==> src/rtl/pipeline_latealu_pkg.sv <==
// Shared definitions for the late-ALU pipeline stage: op codes, exception
// codes, multiplier FSM encoding and a magnitude helper.
package pipeline_latealu_pkg;

    localparam int DATA_W = 32;

    localparam logic [5:0] OP_SRL  = 6'd2;
    localparam logic [5:0] OP_SRA  = 6'd3;
    localparam logic [5:0] OP_MULT = 6'd4;
    localparam logic [5:0] OP_MTHI = 6'd5;
    localparam logic [5:0] OP_MTLO = 6'd6;

    localparam logic [2:0] EXC_NONE     = 3'b000;
    localparam logic [2:0] EXC_BAD_OP   = 3'b001;
    localparam logic [2:0] EXC_OVERFLOW = 3'b010;
    localparam logic [2:0] EXC_SYSCALL  = 3'b011;

    typedef enum logic [1:0] {
        MULT_IDLE = 2'd0,
        MULT_RUN  = 2'd1,
        MULT_FIX  = 2'd2
    } mult_state_e;

    // Two's-complement magnitude; 0x80000000 maps to itself, read as unsigned 2^31.
    function automatic logic [DATA_W-1:0] magnitude(input logic [DATA_W-1:0] v);
        return v[DATA_W-1] ? (~v + 1'b1) : v;
    endfunction

endpackage

==> src/rtl/pipeline_latealu_if.sv <==
// Bus between the ALU stage and the late-ALU stage, plus the HI/LO and busy
// signals the hazard unit consumes.
interface pipeline_latealu_if;
    import pipeline_latealu_pkg::*;

    logic              latealu_enable;
    logic [5:0]        latealu_op;
    logic [DATA_W-1:0] latealu_a0;
    logic [DATA_W-1:0] latealu_a1;
    logic [4:0]        rd_index_in;
    logic [DATA_W-1:0] rd_value_in;
    logic [2:0]        exception_in;

    logic [4:0]        rd_index;
    logic [DATA_W-1:0] rd_value;
    logic [2:0]        exception;
    logic [DATA_W-1:0] latealu_mult_hi;
    logic [DATA_W-1:0] latealu_mult_lo;
    logic              mult_busy;

    modport master (
        output latealu_enable, latealu_op, latealu_a0, latealu_a1,
               rd_index_in, rd_value_in, exception_in,
        input  rd_index, rd_value, exception,
               latealu_mult_hi, latealu_mult_lo, mult_busy
    );

    modport slave (
        input  latealu_enable, latealu_op, latealu_a0, latealu_a1,
               rd_index_in, rd_value_in, exception_in,
        output rd_index, rd_value, exception,
               latealu_mult_hi, latealu_mult_lo, mult_busy
    );

endinterface

==> src/rtl/pipeline_latealu_mult_iter.sv <==
// Iterative signed 32x32 multiplier: one shift-add step per cycle on operand
// magnitudes, then a single sign-fix cycle that registers the 64-bit product.
module latealu_mult_iter
    import pipeline_latealu_pkg::*;
(
    input  logic                clk,
    input  logic                rst_n,
    input  logic                start,
    input  logic                abort,
    input  logic [DATA_W-1:0]   a,
    input  logic [DATA_W-1:0]   b,
    output logic                busy,
    output logic                done,
    output logic [2*DATA_W-1:0] product
);

    mult_state_e         state;
    logic [4:0]          count;
    logic                neg;
    logic [DATA_W-1:0]   mcand;
    logic [2*DATA_W-1:0] acc;
    logic [DATA_W:0]     sum;

    assign sum  = {1'b0, acc[2*DATA_W-1:DATA_W]} + {1'b0, mcand};
    assign busy = (state != MULT_IDLE);

    always_ff @(posedge clk or negedge rst_n) begin
        if (!rst_n) begin
            state <= MULT_IDLE;
            count <= '0;
            done  <= 1'b0;
        end else if (start) begin
            state <= MULT_RUN;
            count <= '0;
            done  <= 1'b0;
        end else if (abort) begin
            state <= MULT_IDLE;
            done  <= 1'b0;
        end else begin
            case (state)
                MULT_RUN: begin
                    count <= count + 5'd1;
                    if (count == 5'd31) state <= MULT_FIX;
                end
                MULT_FIX: begin
                    state <= MULT_IDLE;
                    done  <= 1'b1;
                end
                default: done <= 1'b0;
            endcase
        end
    end

    // Low half of acc starts as the multiplier and is consumed one bit per step.
    always_ff @(posedge clk) begin
        if (start) begin
            acc   <= {{DATA_W{1'b0}}, magnitude(b)};
            mcand <= magnitude(a);
            neg   <= a[DATA_W-1] ^ b[DATA_W-1];
        end else if (state == MULT_RUN) begin
            acc <= acc[0] ? {sum, acc[DATA_W-1:1]} : {1'b0, acc[2*DATA_W-1:1]};
        end else if (state == MULT_FIX) begin
            product <= neg ? (~acc + 1'b1) : acc;
        end
    end

endmodule

==> src/rtl/pipeline_latealu.sv <==
// Late-ALU pipeline stage: shifts, HI/LO moves and an iterative multiply whose
// result lands in HI/LO atomically.
module pipeline_latealu
    import pipeline_latealu_pkg::*;
(
    input  logic               clk,
    input  logic               rst_n,
    pipeline_latealu_if.slave  bus
);

    logic [4:0]          rd_index_p0, rd_index_p1;
    logic [DATA_W-1:0]   rd_value_p0, rd_value_p1;
    logic [2:0]          exc_p0, exc_p1;
    logic [DATA_W-1:0]   hi_p1, lo_p1;
    logic                busy_p1;
    logic                start, wr_hi, wr_lo, abort, load_prod;
    logic                iter_busy, iter_done;
    logic [2*DATA_W-1:0] iter_product;

    function automatic logic [DATA_W-1:0] shift_right(input logic signed [DATA_W-1:0] v,
                                                      input logic [4:0] sh,
                                                      input logic arith);
        if (arith) return $unsigned(v >>> sh);
        return $unsigned(v) >> sh;
    endfunction

    // A pending exception from the ALU stage suppresses the late op entirely.
    always_comb begin
        rd_index_p0 = bus.rd_index_in;
        rd_value_p0 = bus.rd_value_in;
        exc_p0      = bus.exception_in;
        start       = 1'b0;
        wr_hi       = 1'b0;
        wr_lo       = 1'b0;
        if (bus.exception_in == EXC_NONE && bus.latealu_enable) begin
            case (bus.latealu_op)
                OP_SRL:  rd_value_p0 = shift_right(bus.latealu_a0, bus.latealu_a1[4:0], 1'b0);
                OP_SRA:  rd_value_p0 = shift_right(bus.latealu_a0, bus.latealu_a1[4:0], 1'b1);
                OP_MULT: begin rd_index_p0 = '0; start = 1'b1; end
                OP_MTHI: begin rd_index_p0 = '0; wr_hi = 1'b1; end
                OP_MTLO: begin rd_index_p0 = '0; wr_lo = 1'b1; end
                default: begin rd_index_p0 = '0; exc_p0 = EXC_BAD_OP; end
            endcase
        end
    end

    assign abort     = wr_hi | wr_lo;
    assign load_prod = iter_done && !iter_busy && busy_p1 && !start && !abort;

    latealu_mult_iter u_mult (
        .clk     (clk),
        .rst_n   (rst_n),
        .start   (start),
        .abort   (abort),
        .a       (bus.latealu_a0),
        .b       (bus.latealu_a1),
        .busy    (iter_busy),
        .done    (iter_done),
        .product (iter_product)
    );

    // p0 -> p1: writeback, exception and HI/LO registers
    always_ff @(posedge clk or negedge rst_n) begin
        if (!rst_n) begin
            rd_index_p1 <= '0;
            rd_value_p1 <= '0;
            exc_p1      <= '0;
            hi_p1       <= '0;
            lo_p1       <= '0;
            busy_p1     <= 1'b0;
        end else begin
            rd_index_p1 <= rd_index_p0;
            rd_value_p1 <= rd_value_p0;
            exc_p1      <= exc_p0;
            if (wr_hi)          hi_p1 <= bus.latealu_a0;
            else if (load_prod) hi_p1 <= iter_product[2*DATA_W-1:DATA_W];
            if (wr_lo)          lo_p1 <= bus.latealu_a0;
            else if (load_prod) lo_p1 <= iter_product[DATA_W-1:0];
            if (start)                   busy_p1 <= 1'b1;
            else if (abort || load_prod) busy_p1 <= 1'b0;
        end
    end

    assign bus.rd_index        = rd_index_p1;
    assign bus.rd_value        = rd_value_p1;
    assign bus.exception       = exc_p1;
    assign bus.latealu_mult_hi = hi_p1;
    assign bus.latealu_mult_lo = lo_p1;
    assign bus.mult_busy       = busy_p1;

endmodule
==> src/flat_wrapper.sv <==
// flat-port wrapper written by rule: the top's interface ports become plain ports
module pipeline_latealu_flat import pipeline_latealu_pkg::*;
  (clk, rst_n, bus_latealu_enable, bus_latealu_op, bus_latealu_a0, bus_latealu_a1, bus_rd_index_in, bus_rd_value_in, bus_exception_in, bus_rd_index, bus_rd_value, bus_exception, bus_latealu_mult_hi, bus_latealu_mult_lo, bus_mult_busy);
  pipeline_latealu_if bus_i ();
  input  logic clk;
  input  logic rst_n;
  input wire logic [$bits(bus_i.latealu_enable)-1:0] bus_latealu_enable;
  input wire logic [$bits(bus_i.latealu_op)-1:0] bus_latealu_op;
  input wire logic [$bits(bus_i.latealu_a0)-1:0] bus_latealu_a0;
  input wire logic [$bits(bus_i.latealu_a1)-1:0] bus_latealu_a1;
  input wire logic [$bits(bus_i.rd_index_in)-1:0] bus_rd_index_in;
  input wire logic [$bits(bus_i.rd_value_in)-1:0] bus_rd_value_in;
  input wire logic [$bits(bus_i.exception_in)-1:0] bus_exception_in;
  output wire logic [$bits(bus_i.rd_index)-1:0] bus_rd_index;
  output wire logic [$bits(bus_i.rd_value)-1:0] bus_rd_value;
  output wire logic [$bits(bus_i.exception)-1:0] bus_exception;
  output wire logic [$bits(bus_i.latealu_mult_hi)-1:0] bus_latealu_mult_hi;
  output wire logic [$bits(bus_i.latealu_mult_lo)-1:0] bus_latealu_mult_lo;
  output wire logic [$bits(bus_i.mult_busy)-1:0] bus_mult_busy;
  assign bus_i.latealu_enable = bus_latealu_enable;
  assign bus_i.latealu_op = bus_latealu_op;
  assign bus_i.latealu_a0 = bus_latealu_a0;
  assign bus_i.latealu_a1 = bus_latealu_a1;
  assign bus_i.rd_index_in = bus_rd_index_in;
  assign bus_i.rd_value_in = bus_rd_value_in;
  assign bus_i.exception_in = bus_exception_in;
  assign bus_rd_index = bus_i.rd_index;
  assign bus_rd_value = bus_i.rd_value;
  assign bus_exception = bus_i.exception;
  assign bus_latealu_mult_hi = bus_i.latealu_mult_hi;
  assign bus_latealu_mult_lo = bus_i.latealu_mult_lo;
  assign bus_mult_busy = bus_i.mult_busy;
  pipeline_latealu u_core (.clk(clk), .rst_n(rst_n), .bus(bus_i));
endmodule
==> config.mk <==
export PLATFORM = sky130hd
export DESIGN_NAME = pipeline_latealu_flat
export DESIGN_NICKNAME = d
export VERILOG_FILES = /design/src/rtl/pipeline_latealu_pkg.sv /design/src/rtl/pipeline_latealu_if.sv /design/src/rtl/pipeline_latealu_mult_iter.sv /design/src/rtl/pipeline_latealu.sv /design/src/flat_wrapper.sv
export SDC_FILE = /design/constraint.sdc
export NUM_CORES = 1
export LEC_CHECK = 0
export ABC_AREA = 1
export CAP_MARGIN = 20
export CELL_PAD_IN_SITES_DETAIL_PLACEMENT = 0
export CELL_PAD_IN_SITES_GLOBAL_PLACEMENT = 1
export CORE_UTILIZATION = 41
export DETAILED_ROUTE_END_ITERATION = 10
export GPL_ROUTABILITY_DRIVEN = 0
export PLACE_DENSITY = 0.82
export REMOVE_ABC_BUFFERS = 1
export SLEW_MARGIN = 20
export SYNTH_ARGS = -nofsm -noshare
export SYNTH_HDL_FRONTEND = slang
export SYNTH_SLANG_ARGS = --single-unit
==> constraint.sdc <==
create_clock -name clk -period 3.8 [get_ports clk]
set_input_delay 0.76 -clock clk [delete_from_list [all_inputs] [get_ports clk]]
set_output_delay 0.76 -clock clk [all_outputs]
set_load 0.01 [all_outputs]
==> impl_summary.log, run 1 <==
INFO  metric status = completed
INFO  metric summed_area_of_non_filler_cells_in_the_final_layout = 0.0226 mm^2
INFO  metric timing.critical_path.mode_cell = sky130_fd_sc_hd__nand2_1
INFO  metric synth-simple-area-share = 0.367
INFO  metric grt_usage = 0.297
INFO  metric placed_cell_areas = 0.0216 mm^2
INFO  metric report.final.hold_viol_count = 0
INFO  metric timing_worst_slew_pin_value = 0.850 ns
INFO  metric cp-end-kind = register
INFO  metric die_x = 216 um
INFO  metric dr.first_iter.drc_count = 2127
INFO  metric postCtsHoldBufs = 0
INFO  metric cts_root_buf = sky130_fd_sc_hd__clkbuf_16
INFO  metric sequential_element_share_of_the_synthesized_area = 0.392
INFO  metric post_cts_buffers = 0
INFO  metric worstPathMaxFanout = 39
INFO  metric fillers = 4437
INFO  metric yosys.area_share.adder = 0.0278
INFO  metric worst_clock_skew = 0.0180 ns
INFO  metric clock_sink_count = 274
INFO  metric avgRoutedWirePerCell = 19.8 um
INFO  metric setup-violations-final = 0
INFO  metric period_needed = 2.80 ns
INFO  metric floorplan.die_area = 0.0466 mm^2
INFO  metric route.final.wire_length = 69400 um
INFO  metric ys.warnings.count = 0
INFO  metric drtAntennaViolNets = 0
INFO  metric ys_types = 46
INFO  metric crit_arrival = 3.04 ns
INFO  metric async_reset_ff_frac = 0.412
INFO  metric placement_rows = 77
INFO  metric power_density = 576 mW/mm^2
INFO  metric clk_latency = 0.59 ns
INFO  metric timing_max_transition_violations_final = 0
INFO  metric synthCells = 2702
INFO  metric grt_antenna_before_repair = 4
INFO  metric placeableCoreArea = 0.0446 mm^2
INFO  metric crit-reg2reg-capture = u_core.u_mult.product[49]
INFO  metric synth_xor_xnor_area_share = 0.0523
INFO  metric synth_top_family_by_area = simple AND/OR/NAND/NOR gates
INFO  metric drc = 0
INFO  metric irDropWorstVdd = 361 uV
INFO  metric worstPathCellList = inv_2, buf_4, nand3_1, nor2_2, nand4_1, nor2_1, nand2_1, nand2_1, nand2_1, nand2_1, o21ai_0
INFO  metric stdcell_count = 3507
INFO  metric grt.overflow.total = 0
INFO  metric cts-buffers-inserted = 30
INFO  metric hold_path_class = input pin to asynchronous set/reset pin
INFO  metric ctsHtreeMaxLevel = 1
INFO  metric muxShareOfSynthArea = 0.00107
INFO  metric synth-seq-cells = 274
INFO  metric finalSetupTns = 0 ns
INFO  metric timing.critical_path.from = u_core.u_mult.acc[0]
INFO  metric grt_first_pass_wirelength = 107000 um
INFO  metric rr_worst_depth = 11
INFO  metric setup.worst_path.class = register to register
INFO  metric synth_enable_flop_cells = 129
INFO  metric floorplan.initialDensity = 0.420
INFO  metric route.detailed.vias_per_inst = 5.47
INFO  metric cts-root-to-sink-buffers = 3
INFO  metric syn_avg_cell_area = 6.94 um^2
INFO  metric critical-path-max-stage-delay = 0.42 ns
INFO  metric fin_nets = 3042
INFO  metric leakage = 10.2 nW
INFO  metric cp_num_buf_inv = 2
INFO  metric post_synth_instance_area = 0.0187 mm^2
INFO  metric postSynth.topFlopCell = sky130_fd_sc_hd__edfxtp_1
INFO  metric cts-resized-gates = 0
INFO  metric io_buffers = 217
INFO  metric ioPinCount = 218
INFO  metric area.growth.synth_to_final = 20.6%
INFO  metric synth_compound_gate_area_share = 0.0806
INFO  metric cts_tree = yes
INFO  metric cp.depth = 11
INFO  metric crit_required = 4.04 ns
INFO  metric timing.final.crit_share = 0.737
INFO  metric rsz0062_at_grt = no
INFO  metric die_h = 216 um
INFO  metric timing.reg2reg.setup_slack = 1.0 ns
INFO  metric path_clk_slew = 0.06 ns
INFO  metric dp.final_hpwl = 54800 um
INFO  metric path_delay_family = simple AND/OR/NAND/NOR gates
INFO  metric place.detailed.instances = 3448
INFO  metric fin_hold_ws = 0.258 ns
INFO  metric first_pass_iters = 6
INFO  metric r2r_path_start = u_core.u_mult.acc[0]
INFO  metric critPathLaunchType = register
INFO  metric critPathSlowestCell = sky130_fd_sc_hd__edfxtp_1
INFO  metric relative_max_transition_margin = 0.433
INFO  metric vias_in_the_first_global_route = 18100
INFO  metric maximum_number_of_pins_on_one_net_before_global_route_repair = 67
INFO  metric max_cap_violations = 0
INFO  metric cp-endpoint = u_core.u_mult.product[49]
INFO  metric drive_gt1_frac = 0.0515
INFO  metric fmax = 357 MHz
INFO  metric dr_total_vias = 19200
[where the power goes]
group	switching (W)	internal, W
combinational	0.00318	0.00208
sequential	0.000671	0.00406
clock	0.00127	0.00175
[cell usage in the layout, fill, tap and decap left out, drive strengths merged, types with 4 or more instances in the layout]
master / n
a31oi: 5
clkbuf: 39
clkinv: 20
dfrtp: 113
nand3b: 7
nand2: 856
o211ai: 17
dfxtp: 32
inv: 268
buf: 42
o21ai: 161
xnor2: 10
nor3: 127
xor2: 102
nand4: 47
nor2: 352
o22ai: 7
ha: 40
nor4: 5
clkdlybuf4s50: 215
nand3: 204
bufinv: 4
edfxtp: 129
a21oi: 87
[routing by layer]
metal / routed length (um) / track usage / vias up
met5: 15 / 0 / -
met4: 2330 / 0.0915 / 2
li1: - / - / 9130
met2: 30700 / 0.460 / 884
met1: 30700 / 0.431 / 9059
met3: 5620 / 0.0358 / 117
[worst min path at each step]
stage	slack, ns	cells after the start	endpoint
finish	0.26	1	u_core.bus.rd_value[14]
global route	0.32	1	u_core.bus.rd_value[14]
CTS	0.30	1	u_core.bus.latealu_mult_lo[0]
detailed placement	0.46	1	u_core.u_mult.count[3]
global placement	0.44	1	u_core.u_mult.count[3]
floorplan	0.43	1	u_core.u_mult.count[3]
[cell families (layout without fill, tap and decap cells)]
family | after synthesis | count (layout)
flops | 274 | 274
simple gates | 1609 | 1609
mux | 2 | 2
buf+inv | 379 | 589
compound gates | 285 | 285
fa+ha+maj | 41 | 41
other cells | 0 | 3
xor+xnor | 112 | 112
[layout make-up]
cell class                 instances  area, um^2  area share
antenna                            3        7.51    0.000332
clock buffer                      39         795      0.0352
clock inverter                    17         203     0.00897
inverter                         276        1040      0.0458
multi-input combinational       2049        9920       0.439
sequential                       274        7340       0.325
tap                              592         741      0.0328
timing repair buffer             257        2550       0.113
[through the flow]
step	power, W	util	setup WS [ns]
2_1_floorplan	0.00761	-	-0.167
6_report	0.0130	0.507	1.00
3_3_place_gp	0.00987	0.484	0.545
3_5_place_dp	0.00994	0.484	0.528
4_1_cts	0.0130	0.506	1.08
5_1_grt	0.0138	0.507	0.852
[state kept, by name, indices dropped and copies added, names as in the netlist]
signal and flops:
u_core.bus.mult_busy 1, u_core.u_mult.acc 64, u_core.u_mult.product 64, u_core.u_mult.neg 1, u_core.bus.exception 3, u_core.bus.rd_index 5
u_core.bus.rd_value 32, u_core.u_mult.state 2, u_core.u_mult.done 1, u_core.bus.latealu_mult_hi 32, u_core.u_mult.mcand 32, u_core.bus.latealu_mult_lo 32
u_core.u_mult.count 5
[cells in the mapped netlist (7+ instances only)]
master,number,area share
sky130_fd_sc_hd__nor2_1,341,0.068
sky130_fd_sc_hd__o22ai_1,7,0.0023
sky130_fd_sc_hd__buf_2,26,0.0069
sky130_fd_sc_hd__nand3_1,203,0.054
sky130_fd_sc_hd__ha_1,40,0.027
sky130_fd_sc_hd__nand2_1,852,0.17
sky130_fd_sc_hd__o211ai_1,17,0.0068
sky130_fd_sc_hd__dfxtp_1,32,0.034
sky130_fd_sc_hd__edfxtp_1,129,0.21
sky130_fd_sc_hd__nor3_2,34,0.018
sky130_fd_sc_hd__nor3_1,92,0.025
sky130_fd_sc_hd__inv_1,264,0.053
sky130_fd_sc_hd__o21ai_1,7,0.0019
sky130_fd_sc_hd__nor2_2,9,0.0030
sky130_fd_sc_hd__dfrtp_1,113,0.15
sky130_fd_sc_hd__a21oi_1,87,0.023
sky130_fd_sc_hd__xnor2_1,10,0.0047
sky130_fd_sc_hd__clkinv_1,8,0.0016
sky130_fd_sc_hd__xor2_1,102,0.048
sky130_fd_sc_hd__nand4_1,46,0.015
sky130_fd_sc_hd__clkbuf_1,58,0.012
sky130_fd_sc_hd__buf_1,13,0.0026
sky130_fd_sc_hd__o21ai_0,153,0.041
sky130_fd_sc_hd__nand3b_1,7,0.0028
Power figures use the tool's default switching activity.
==> inputs of run 2 (changes only) <==
--- a/config.mk
+++ b/config.mk
@@ -9,10 +9,10 @@
 export CAP_MARGIN = 20
 export CELL_PAD_IN_SITES_DETAIL_PLACEMENT = 0
 export CELL_PAD_IN_SITES_GLOBAL_PLACEMENT = 1
-export CORE_UTILIZATION = 41
+export CORE_UTILIZATION = 37
 export DETAILED_ROUTE_END_ITERATION = 10
 export GPL_ROUTABILITY_DRIVEN = 0
-export PLACE_DENSITY = 0.82
+export PLACE_DENSITY = 0.78
 export REMOVE_ABC_BUFFERS = 1
 export SLEW_MARGIN = 20
 export SYNTH_ARGS = -nofsm -noshare
==> constraint.sdc (replaced) <==
create_clock -name clk -period 2.48 [get_ports clk]
set_input_delay 0.496 -clock clk [delete_from_list [all_inputs] [get_ports clk]]
set_output_delay 0.496 -clock clk [all_outputs]
set_load 0.01 [all_outputs]
==> run 2 against run 1 <==
Fmax is 21% higher. First-iteration DRC count is 8.7% lower. Routed wire length increased by 4.9%. Setup slack lost 0.84 ns. Global-route usage decreased by 1.5 points. Largest cell class unchanged. Largest power group unchanged. Highest routed layer unchanged.
==> impl_summary.log, run 2 (same netlist as run 1, synthesis figures left out) <==
INFO  metric status = completed (unchanged)
INFO  metric crit_required = 2.92 ns (was 4.04 ns)
INFO  metric rr_worst_depth = 11 (unchanged)
INFO  metric ioPinCount = 218 (unchanged)
INFO  metric max_cap_violations = 0 (unchanged)
INFO  metric hold_path_class = input pin to register (was input pin to asynchronous set/reset pin)
INFO  metric timing_max_transition_violations_final = 0 (unchanged)
INFO  metric power_density = 858 mW/mm^2 (was 576 mW/mm^2)
INFO  metric cp-end-kind = register (unchanged)
INFO  metric first_pass_iters = 8 (was 6)
INFO  metric clock_sink_count = 274 (unchanged)
INFO  metric worstPathMaxFanout = 4 (was 39)
INFO  metric cts_root_buf = sky130_fd_sc_hd__clkbuf_16 (unchanged)
INFO  metric cp_num_buf_inv = 0 (was 2)
INFO  metric most-common-layout-cells = sky130_fd_sc_hd__nand2_1 (851), sky130_fd_sc_hd__nor2_1 (340), sky130_fd_sc_hd__inv_1 (263) (was sky130_fd_sc_hd__nand2_1 (851), sky130_fd_sc_hd__nor2_1 (341), sky130_fd_sc_hd__inv_1 (263))
INFO  metric maximum_number_of_pins_on_one_net_before_global_route_repair = 76 (was 67)
INFO  metric drc = 0 (unchanged)
INFO  metric setup.worst_path.class = register to register (unchanged)
INFO  metric die_x = 227 um (was 216 um)
INFO  metric cts-root-to-sink-buffers = 3 (unchanged)
INFO  metric die_h = 227 um (was 216 um)
INFO  metric dp.final_hpwl = 58600 um (was 54800 um)
INFO  metric drtAntennaViolNets = 0 (unchanged)
INFO  metric fin_nets = 3186 (was 3042)
INFO  metric critical-path-max-stage-delay = 0.45 ns (was 0.42 ns)
INFO  metric path_delay_family = simple AND/OR/NAND/NOR gates (unchanged)
INFO  metric mostFrequentLayoutCell = sky130_fd_sc_hd__nand2_1 (unchanged)
INFO  metric post-layout-total-power = 0.0205 W (was 0.0130 W)
INFO  metric grt_usage = 0.281 (was 0.297)
INFO  metric min_delay_path_depth = 1
INFO  metric report.final.hold_viol_count = 0 (unchanged)
INFO  metric timing_worst_slew_pin_value = 0.791 ns (was 0.850 ns)
INFO  metric timing.reg2reg.setup_slack = 0.16 ns (was 1.0 ns)
INFO  metric relative_max_transition_margin = 0.467 (was 0.433)
INFO  metric drive_gt1_frac = 0.0974 (was 0.0515)
INFO  metric fmax = 432 MHz (was 357 MHz)
INFO  metric ctsHtreeMaxLevel = 2 (was 1)
INFO  metric setup-violations-final = 0 (unchanged)
INFO  metric path_clk_slew = 0.06 ns (about the same)
INFO  metric rsz0062_at_grt = no (unchanged)
INFO  metric timing.hold.worst_endpoint = u_core.bus.exception[1]
INFO  metric cts-buffers-inserted = 34 (was 30)
INFO  metric cts_tree = yes (unchanged)
INFO  metric worst_clock_skew = 0.0218 ns (was 0.0180 ns)
INFO  metric r2r_path_start = u_core.u_mult.mcand[0] (was u_core.u_mult.acc[0])
INFO  metric crit-reg2reg-capture = u_core.u_mult.acc[45] (was u_core.u_mult.product[49])
INFO  metric clk_latency = 0.56 ns (was 0.59 ns)
INFO  metric placeableCoreArea = 0.0501 mm^2 (was 0.0446 mm^2)
INFO  metric critPathLaunchType = register (unchanged)
INFO  metric io_buffers = 217 (unchanged)
INFO  metric route.final.wire_length = 72800 um (was 69400 um)
INFO  metric leakage = 10.9 nW (was 10.2 nW)
INFO  metric vias_in_the_first_global_route = 18700 (was 18100)
INFO  metric grt_first_pass_wirelength = 109000 um (was 107000 um)
INFO  metric utilization = 0.478 (was 0.507)
INFO  metric placement_rows = 82 (was 77)
INFO  metric timing.final.crit_share = 0.934 (was 0.737)
INFO  metric irDropWorstVdd = 445 uV (was 361 uV)
INFO  metric area.growth.synth_to_final = 27.8% (was 20.6%)
INFO  metric dr_total_vias = 19700 (was 19200)
INFO  metric timing.critical_path.mode_cell = sky130_fd_sc_hd__nand2_1 (unchanged)
INFO  metric grt_antenna_before_repair = 4 (unchanged)
INFO  metric avgRoutedWirePerCell = 19.5 um (was 19.8 um)
INFO  metric reg_top3 = u_core.u_mult.acc: 64 flops, u_core.u_mult.product: 64 flops (unchanged)
INFO  metric route.detailed.vias_per_inst = 5.27 (was 5.47)
INFO  metric worstPathCellList = ha_2, fa_1, nand3_1, nand3_2, nand2_1, nand2_1, nand2_1, nand2_1, xor2_1, o21ai_0, nand2_1 (was inv_2, buf_4, nand3_1, nor2_2, nand4_1, nor2_1, nand2_1, nand2_1, nand2_1, nand2_1, o21ai_0)
INFO  metric worst_hold_startpoint = bus_exception_in[1]
INFO  metric dr.first_iter.drc_count = 1942 (was 2127)
INFO  metric floorplan.die_area = 0.0515 mm^2 (was 0.0466 mm^2)
INFO  metric floorplan.initialDensity = 0.374 (was 0.420)
INFO  metric critPathSlowestCell = sky130_fd_sc_hd__edfxtp_1 (unchanged)
INFO  metric grt.overflow.total = 0 (unchanged)
INFO  metric period_needed = 2.32 ns (was 2.80 ns)
INFO  metric crit_arrival = 2.76 ns (was 3.04 ns)
==> run 2: changes by cell type in the layout (fill, tap and decap cells not counted), moves of 2 or more <==
cell	previous run	this run
sky130_fd_sc_hd__buf_12	7	16
sky130_fd_sc_hd__clkinv_1	11	13
sky130_fd_sc_hd__clkbuf_1	8	6
sky130_fd_sc_hd__bufinv_16	4	1
sky130_fd_sc_hd__clkbuf_8	1	3
sky130_fd_sc_hd__o21ai_0	153	151
sky130_fd_sc_hd__o21ai_1	7	9
sky130_fd_sc_hd__clkbuf_16	30	35
sky130_fd_sc_hd__buf_4	34	164
==> run 2: metrics by stage <==
stage | setup slack, ns | setup TNS, ns | area, um^2 | hold slack (ns) | cells
after floorplan | -1.22 | -175.23 | 18300 | 0.200 | 2599
after global placement | -0.325 | -6.55 | 22800 | 0.444 | 3667
after detailed placement | -0.350 | -7.95 | 22800 | 0.451 | 3667
after CTS | 0.0886 | 0 | 23900 | 0.405 | 3730
after global routing | 0.0114 | 0 | 24000 | 0.434 | 3732
final | 0.164 | 0 | 24000 | 0.423 | 3732
==> run 2: layer usage <==
layer  vias up  global-route usage  share of wire
met4         4               0.110          0.039
met2       862               0.428           0.43
met1      9198               0.388           0.44
met3       151              0.0620          0.088
li1       9462                   -              -
met5         -                   0        0.00034
==> run 2: how the worst max path moves through the flow <==
stage                           startpoint  depth (start not counted)                             to
global placement         bus_latealu_a1[1]                         12          u_core.u_mult.acc[30]
floorplan              bus_exception_in[1]                          8  u_core.bus.latealu_mult_hi[0]
detailed placement       bus_latealu_a1[1]                         13          u_core.u_mult.acc[23]
CTS                 u_core.u_mult.mcand[0]                         11          u_core.u_mult.acc[45]
finish              u_core.u_mult.mcand[0]                         11          u_core.u_mult.acc[45]
global route             bus_latealu_a1[1]                         12          u_core.u_mult.acc[26]
==> run 2: layout make-up <==
type / instances / area, um^2
Clock inverter: 18 / 144
Tap cell: 672 / 841
Multi-Input combinational cell: 2049 / 9930
Sequential cell: 274 / 7340
Inverter: 276 / 1040
Fill cell: 5061 / 26100
Timing Repair Buffer: 397 / 3720
Antenna cell: 2 / 5.00
Clock buffer: 44 / 940
==> run 2: report_power, final <==
group	total [W]	internal, W	switching, W
clock network	0.00490	0.00281	0.00209
registers	0.00723	0.00622	0.00101
logic	0.00842	0.00335	0.00507
total	0.0205	0.0124	0.00817
==> run 2: what timing repair did <==
item                       in CTS  in global routing
hold endpoints to repair       26                  0
hold buffers                    1                  0
setup endpoints to repair       0                 12
buffers inserted                0                  0
gates resized for setup         0                  5
